<file path="src/rtl/wb_pkg.sv">
// Shared types and encodings for the register-file write-back path.
package wb_pkg;

    localparam int XLEN = 32;

    // Load funct3 encodings
    localparam logic [2:0] F3_LB  = 3'b000;
    localparam logic [2:0] F3_LH  = 3'b001;
    localparam logic [2:0] F3_LW  = 3'b010;
    localparam logic [2:0] F3_LBU = 3'b100;
    localparam logic [2:0] F3_LHU = 3'b101;

    // One outstanding load; 'last' marks the youngest load to this rd
    typedef struct packed {
        logic [4:0] rd;
        logic [2:0] funct3;
        logic [1:0] addr_lo;
        logic       last;
    } ldq_entry_t;

endpackage

</file>
<file path="src/rtl/load_formatter.sv">
// Extracts and extends the addressed byte/halfword/word of a raw load word.
module load_formatter
    import wb_pkg::*;
#(
    parameter int XLEN = wb_pkg::XLEN
) (
    input  logic [XLEN-1:0] raw,
    input  logic [2:0]      funct3,
    input  logic [1:0]      addr_lo,
    output logic [XLEN-1:0] data
);

    function automatic logic [XLEN-1:0] ext8(input logic [7:0] b, input logic sgn);
        return {{(XLEN-8){sgn & b[7]}}, b};
    endfunction

    function automatic logic [XLEN-1:0] ext16(input logic [15:0] h, input logic sgn);
        return {{(XLEN-16){sgn & h[15]}}, h};
    endfunction

    logic [7:0]  sel_b;
    logic [15:0] sel_h;

    // Select the lane and apply sign or zero extension by funct3
    always_comb begin
        sel_b = raw[{addr_lo, 3'b000} +: 8];
        sel_h = raw[{addr_lo[1], 4'b0000} +: 16];
        data  = '0;
        case (funct3)
            F3_LB:   data = ext8(sel_b, 1'b1);
            F3_LBU:  data = ext8(sel_b, 1'b0);
            F3_LH:   data = ext16(sel_h, 1'b1);
            F3_LHU:  data = ext16(sel_h, 1'b0);
            F3_LW:   data = raw;
            default: data = '0;
        endcase
    end

endmodule

</file>
<file path="src/rtl/reg_writeback.sv">
// Register-file write driver: arbitrates ALU results against in-order load
// returns, tracks outstanding loads and exports a per-register busy map.
module reg_writeback
    import wb_pkg::*;
#(
    parameter int LDQ_DEPTH = 2,
    parameter int XLEN      = wb_pkg::XLEN
) (
    input  logic            clk,
    input  logic            rst,
    input  logic            alu_valid,
    input  logic [4:0]      alu_rd,
    input  logic [XLEN-1:0] alu_data,
    output logic            alu_ready,
    input  logic            ld_issue_valid,
    input  logic [4:0]      ld_issue_rd,
    input  logic [2:0]      ld_issue_funct3,
    input  logic [1:0]      ld_issue_addr_lo,
    output logic            ld_issue_ready,
    input  logic            ld_resp_valid,
    input  logic [XLEN-1:0] ld_resp_data,
    output logic            ld_resp_ready,
    output logic [31:0]     busy,
    output logic            reg_write,
    output logic [4:0]      write_reg,
    output logic [XLEN-1:0] write_data
);

    localparam int PTR_W = $clog2(LDQ_DEPTH);
    localparam int CNT_W = PTR_W + 1;

    ldq_entry_t       ldq [LDQ_DEPTH];
    logic [PTR_W-1:0] wr_ptr, rd_ptr;
    logic [CNT_W-1:0] q_cnt;
    logic             q_empty, q_full;

    // Skid slot: one response waiting for its write-back cycle
    logic             vld_p1;
    ldq_entry_t       skid_ent_p1;
    logic [XLEN-1:0]  skid_raw_p1;
    logic [XLEN-1:0]  fmt_data;

    logic [31:0]      busy_q, busy_n;
    logic             err_ldq;
    logic             resp_acc, resp_pop, issue_acc, alu_acc;
    ldq_entry_t       issue_ent, head_ent;

    assign q_empty        = (q_cnt == '0);
    assign q_full         = (q_cnt == CNT_W'(LDQ_DEPTH));
    assign ld_resp_ready  = !vld_p1;
    assign resp_acc       = ld_resp_valid && !vld_p1;
    assign resp_pop       = resp_acc && !q_empty;
    assign ld_issue_ready = !q_full || resp_pop;
    assign issue_acc      = ld_issue_valid && ld_issue_ready;
    assign alu_ready      = !vld_p1 && !(busy_q[alu_rd] && (alu_rd != 5'd0));
    assign alu_acc        = alu_valid && alu_ready;
    assign busy           = busy_q;
    assign issue_ent      = '{rd: ld_issue_rd, funct3: ld_issue_funct3,
                              addr_lo: ld_issue_addr_lo, last: 1'b1};

    // Head entry loses its last-writer flag if a newer load to the same rd issues now
    always_comb begin
        head_ent = ldq[rd_ptr];
        if (issue_acc && (ld_issue_rd == head_ent.rd))
            head_ent.last = 1'b0;
    end

    // Busy map: clear on the last writer's drain, a same-cycle issue wins
    always_comb begin
        busy_n = busy_q;
        if (vld_p1 && skid_ent_p1.last)
            busy_n[skid_ent_p1.rd] = 1'b0;
        if (issue_acc)
            busy_n[ld_issue_rd] = 1'b1;
        busy_n[0] = 1'b0;
    end

    // Queue storage: a new issue demotes older entries with the same rd
    always_ff @(posedge clk) begin
        if (issue_acc) begin
            for (int i = 0; i < LDQ_DEPTH; i++) begin
                if (ldq[i].rd == ld_issue_rd)
                    ldq[i].last <= 1'b0;
            end
            ldq[wr_ptr] <= issue_ent;
        end
    end

    // Stage p1: capture the popped head and raw response into the skid slot
    always_ff @(posedge clk) begin
        if (resp_pop) begin
            skid_ent_p1 <= head_ent;
            skid_raw_p1 <= ld_resp_data;
        end
    end

    // Queue pointers, occupancy, skid valid, busy map and protocol error flag
    always_ff @(posedge clk) begin
        if (rst) begin
            wr_ptr  <= '0;
            rd_ptr  <= '0;
            q_cnt   <= '0;
            vld_p1  <= 1'b0;
            busy_q  <= '0;
            err_ldq <= 1'b0;
        end else begin
            if (issue_acc)
                wr_ptr <= wr_ptr + PTR_W'(1);
            if (resp_pop)
                rd_ptr <= rd_ptr + PTR_W'(1);
            case ({issue_acc, resp_pop})
                2'b10:   q_cnt <= q_cnt + CNT_W'(1);
                2'b01:   q_cnt <= q_cnt - CNT_W'(1);
                default: q_cnt <= q_cnt;
            endcase
            vld_p1 <= resp_pop;
            busy_q <= busy_n;
            if (resp_acc && q_empty)
                err_ldq <= 1'b1;
        end
    end

    load_formatter #(.XLEN(XLEN)) u_fmt (
        .raw     (skid_raw_p1),
        .funct3  (skid_ent_p1.funct3),
        .addr_lo (skid_ent_p1.addr_lo),
        .data    (fmt_data)
    );

    // Stage p2: registered register-file write port, skid entry beats the ALU
    always_ff @(posedge clk) begin
        if (rst) begin
            reg_write  <= 1'b0;
            write_reg  <= 5'd0;
            write_data <= '0;
        end else if (vld_p1) begin
            reg_write  <= (skid_ent_p1.rd != 5'd0);
            write_reg  <= skid_ent_p1.rd;
            write_data <= fmt_data;
        end else if (alu_acc) begin
            reg_write  <= (alu_rd != 5'd0);
            write_reg  <= alu_rd;
            write_data <= alu_data;
        end else begin
            reg_write  <= 1'b0;
        end
    end

endmodule
</file>
<file path="config.mk">
export PLATFORM = sky130hd
export DESIGN_NAME = reg_writeback
export DESIGN_NICKNAME = d
export VERILOG_FILES = /design/src/rtl/wb_pkg.sv /design/src/rtl/load_formatter.sv /design/src/rtl/reg_writeback.sv
export SDC_FILE = /design/constraint.sdc
export NUM_CORES = 1
export LEC_CHECK = 0
export ABC_AREA = 1
export BUFFER_PORTS_ARGS = -buffer_cell sky130_fd_sc_hd__buf_2
export CAP_MARGIN = 20
export CORE_UTILIZATION = 35
export DETAILED_ROUTE_END_ITERATION = 8
export PLACE_DENSITY = 0.68
export SYNTH_ARGS = -nofsm -noshare
export SYNTH_HDL_FRONTEND = slang
export SYNTH_SLANG_ARGS = --single-unit
export TNS_END_PERCENT = 10
</file>
<file path="constraint.sdc">
create_clock -name clk -period 5.2 [get_ports clk]
set_input_delay 1.56 -clock clk [delete_from_list [all_inputs] [get_ports clk]]
set_output_delay 1.56 -clock clk [all_outputs]
set_load 0.02 [all_outputs]
</file>
==> flow_results.org <==
** STA
- At the pin with the least slew margin, the transition time is 1.03 ns.
- The count of pins over their slew limit is 0.
- Across all setup checks in the final design, the least slack found is 0.750 ns.
- Max transition margin :: 30.9%
- Clock tree skew after final layout :: 0.0163 ns
- Setup violations remaining at the end of the flow were counted as 0.
- The final hold violation count was 0.
- The final critical path takes up 85.6% of the cycle.
- Setup repair after global routing left no endpoint under its margin.
- Summed negative setup slack over all endpoints :: 0 ns
- Minimum period implied by the final worst setup slack :: 4.45 ns
- Timing would allow up to 0.225 GHz.

** GRT
- The number of global-route vias before repair is 5711.
- Maximum number of pins on one net before global-route repair :: 61
- Global-route total usage across every layer :: 20.4%
- The layer flagged by global routing as most heavily used is met2.
- The first global-routing pass estimated 30.8 mm of wire.
- For this run, global-route usage on met3 was measured as 4.59%.
- The initial antenna violation count was 5.
- Summed over all layers, the global routing overflow is 0.
- Global routing used 28.7% of the available met1 tracks.
- In the global route stage, met2 resource usage came out at 29.4%.

** Drt
- Via count normalized by instance count :: 4.79
- Post-route antenna net violation count :: 0
- Number of design-rule violations left by the first detailed-router iteration :: 725
- For this run, design rule violations remaining after detail routing come to 0.
- First drt pass iteration count :: 5
- Routed length per instance :: 14.9 um
- Final routed wirelength across all metal layers :: 19.5 mm
- Summing over every cut layer, the via total after detailed routing is 6263.

** Power and ir drop
- In this run the power density over the cells is 401 nW/um^2.
- Internal :: 2280 uW
- Share of total power consumed by net switching :: 31.7%
- Proportion of power drawn by combinational gates :: 21.8%
- For this design the total switching power over the nets is 1060 uW.
- Registers are responsible for 42.3% of the overall power.
- The analysis attributes to cell leakage a power of 0.00379 uW.
- VDD sags by at most 0.257 mV.
- Clk network pwr share :: 36.0%

** Clock tree
- Number of H-tree levels :: 4
- In this run, post-CTS hold repair placed 0 buffers.
- Post-CTS setup buffers :: 0
- Clock tree root buffer cell :: sky130_fd_sc_hd__clkbuf_16
- Clk Latency, worst-skew pair :: 0.43 ns
- Clock tree from TritonCTS :: yes
- Max Root-Sink Buffers :: 2
- Number of clock sinks :: 140
- Clock Pin Slew Worst Setup and Hold Paths :: 0.06 ns
- Counting the buffers created by CTS gives 17.
- Post-cts gate resize count :: 0

** Setup path
- Crit end category :: output port
- Critical path arrival :: 2.89 ns
- Largest delay contributor family on the critical path :: buffers and inverters
- Worst path buffer plus inverter count :: 3
- Critical-path cell with the highest stage delay :: sky130_fd_sc_hd__buf_2
- Maximum cell stage delay along the critical path :: 0.30 ns
- Data required time at the worst endpoint :: 3.64 ns
- The critical path goes through buf_2 > inv_2 > nand2_1 > nand2_1 > nand2_1 > a21oi_1 > nor2_1 > nand2_1 > a21oi_1 > buf_2.
- Along the worst path, the maximum fanout reaches 20.
- Most prevalent standard cell on the critical path :: sky130_fd_sc_hd__nand2_1
- The setup path with the least slack is of type in2out.
- Critical Path Source Type :: input port

** Floorplan
- Effective utilization at floorplan :: 36.0%
- The floorplan has 50 rows.
- The die covers 20000 um^2.
- Vertical die dimension :: 141 um
- Horizontal die dimension :: 141 um
- Count of pins on the block boundary :: 157
- The total area inside the core boundary comes to 18800 um^2.

** Layout
- In the final layout, the multi-input gates occupy 2780 um^2.
- Fill cell total of the finished layout :: 1955
- Layout Area Growth over Synthesis :: 22.5%
- Footprint of the flip-flops and latches :: 3430 um^2
- # nets final :: 1115
- The post-route netlist has 19.8% of its cells at a drive strength greater than 1.

** Yosys
- The biggest area contributor in the post-synthesis netlist is sky130_fd_sc_hd__edfxtp_1.
- Counting every net in the synthesized netlist gives 978.
- EDFF count, synth :: 63
- Netlist Area Pre-Place :: 6790 um^2
- Average cell area after synthesis :: 7.60 um^2
- In the synthesized netlist the dominant register cell turns out to be sky130_fd_sc_hd__dfxtp_1.
- Area contributors post-synth :: sky130_fd_sc_hd__edfxtp_1 (28%), sky130_fd_sc_hd__dfxtp_1 (23%), sky130_fd_sc_hd__nand2_1 (15%)
- The Yosys step of the flow raised 0 warnings.
- For this run, asynchronously set or reset flops after synthesis account for 0%.
- Synthesis handed over a netlist of 893 instances.
- Area share of the largest cell type after synthesis :: 27.9%
- Flop and latch count out of synthesis :: 140
- The netlist uses 36 different library cells.
- Register area share after synthesis :: 50.6%

** Place
- The count of buffers added on input and output ports is 155.
- Placer Congestion :: 0.900
- The HPWL after detailed placement is 14.3 mm.
- Placement-stage worst setup slack :: 0.781 ns

** Run
- Max-cap violation count :: 0

** Status
- Result of the run :: finished clean

** Hold path
- Kind of path behind the tightest hold check :: reg2reg
## power groups by stage
| stage | Combinational [uW] | Clock (uW) | Sequential [uW] |
|---|---|---|---|
| after global placement | 714 | 0 | 1430 |
| after global routing | 819 | 1270 | 1430 |
| after detailed placement | 720 | 0 | 1430 |
| after CTS | 724 | 1220 | 1410 |
| final | 726 | 1200 | 1410 |
| after floorplan | 466 | 0 | 1460 |
## cell usage in the layout (no fill, tap or decap), types with 4 or more instances in the layout
master / n
sky130_fd_sc_hd__edfxtp_1: 63
sky130_fd_sc_hd__o21ai_1: 9
sky130_fd_sc_hd__buf_4: 6
sky130_fd_sc_hd__dfxtp_1: 77
sky130_fd_sc_hd__o311ai_0: 6
sky130_fd_sc_hd__xor2_1: 4
sky130_fd_sc_hd__diode_2: 5
sky130_fd_sc_hd__clkbuf_16: 19
sky130_fd_sc_hd__xnor2_1: 8
sky130_fd_sc_hd__a21oi_1: 64
sky130_fd_sc_hd__inv_2: 5
sky130_fd_sc_hd__nor3_1: 11
sky130_fd_sc_hd__nand3_1: 39
sky130_fd_sc_hd__inv_1: 88
sky130_fd_sc_hd__o21ai_0: 78
sky130_fd_sc_hd__nor2_1: 99
sky130_fd_sc_hd__buf_2: 155
sky130_fd_sc_hd__nand2_1: 272
## final timing paths
kind,from,to,slack [ns],cells past startpoint
worst max-delay path,alu_rd[0],alu_ready,0.75,10
worst min-delay path,ldq[1][0],ldq[1][0],0.47,2
worst max register to register,skid_ent_p1[2],write_data[18],2.69,10
worst min register to register,ldq[1][0],ldq[1][0],0.47,2
## worst register-to-register path, stage by stage (launching register included)
cell and delay [ns]:
sky130_fd_sc_hd__edfxtp_1 0.81, sky130_fd_sc_hd__inv_2 0.20, sky130_fd_sc_hd__nand2_1 0.10, sky130_fd_sc_hd__o21ai_1 0.11, sky130_fd_sc_hd__o21ai_4 0.28, sky130_fd_sc_hd__nand2_2 0.13, sky130_fd_sc_hd__nand2_2 0.24, sky130_fd_sc_hd__a21oi_1 0.07
sky130_fd_sc_hd__o21ai_0 0.33, sky130_fd_sc_hd__nor2_1 0.08, sky130_fd_sc_hd__nor2_1 0.10
## per-layer routing
layer	part of all wire (%)	vias to the layer above	wire [um]
met5	0	-	0
met4	2.9	0	565
met3	6.7	39	1300
met2	43	225	8440
met1	47	2842	9210
li1	-	3157	-
## synth_stat cells (all sizes together) (4+ instances only)
cell type / number
dfxtp: 77
clkbuf: 26
nor2: 99
buf: 18
nand3: 39
edfxtp: 63
nor3: 14
nand2: 274
o311ai: 6
inv: 93
xnor2: 8
xor2: 4
o21ai: 88
a21oi: 65
## per-stage QoR
stage / util, % / hold WS (ns) / area, um^2 / cells / total power (uW)
final: 44.2 / 0.467 / 8320 / 1308 / 3330
after global routing: 44.2 / 0.500 / 8320 / 1308 / 3510
after global placement: 40.9 / 0.450 / 7710 / 1270 / 2140
after floorplan: - / 0.425 / 6790 / 893 / 1920
after detailed placement: 40.9 / 0.457 / 7710 / 1270 / 2150
after CTS: 44.1 / 0.466 / 8300 / 1302 / 3360
## logic make-up (layout without fill, tap and decap cells)
family,count (synthesis),count (layout),synth area share (%)
and+or+nand+nor,436,436,25.8
AOI/OAI and AO/OA,164,164,12.9
other,1,6,0.0552
xor gates and xnor gates,12,12,1.55
DFF,140,140,50.6
buffers and inverters,137,287,8.61
adders and majority gates,1,1,0.184
muxes,2,2,0.295
## cell type report
class                   instances  area share (%)
flip-flops and latches        140            41.3
multi-input cells             616            33.4
repair buffers                162            9.93
inverters                      93            4.20
clock buffers                  23            6.14
diodes                          5           0.150
clock inverters                 9            1.01
well taps                     260            3.91
(Power assumes the default switching activity.)
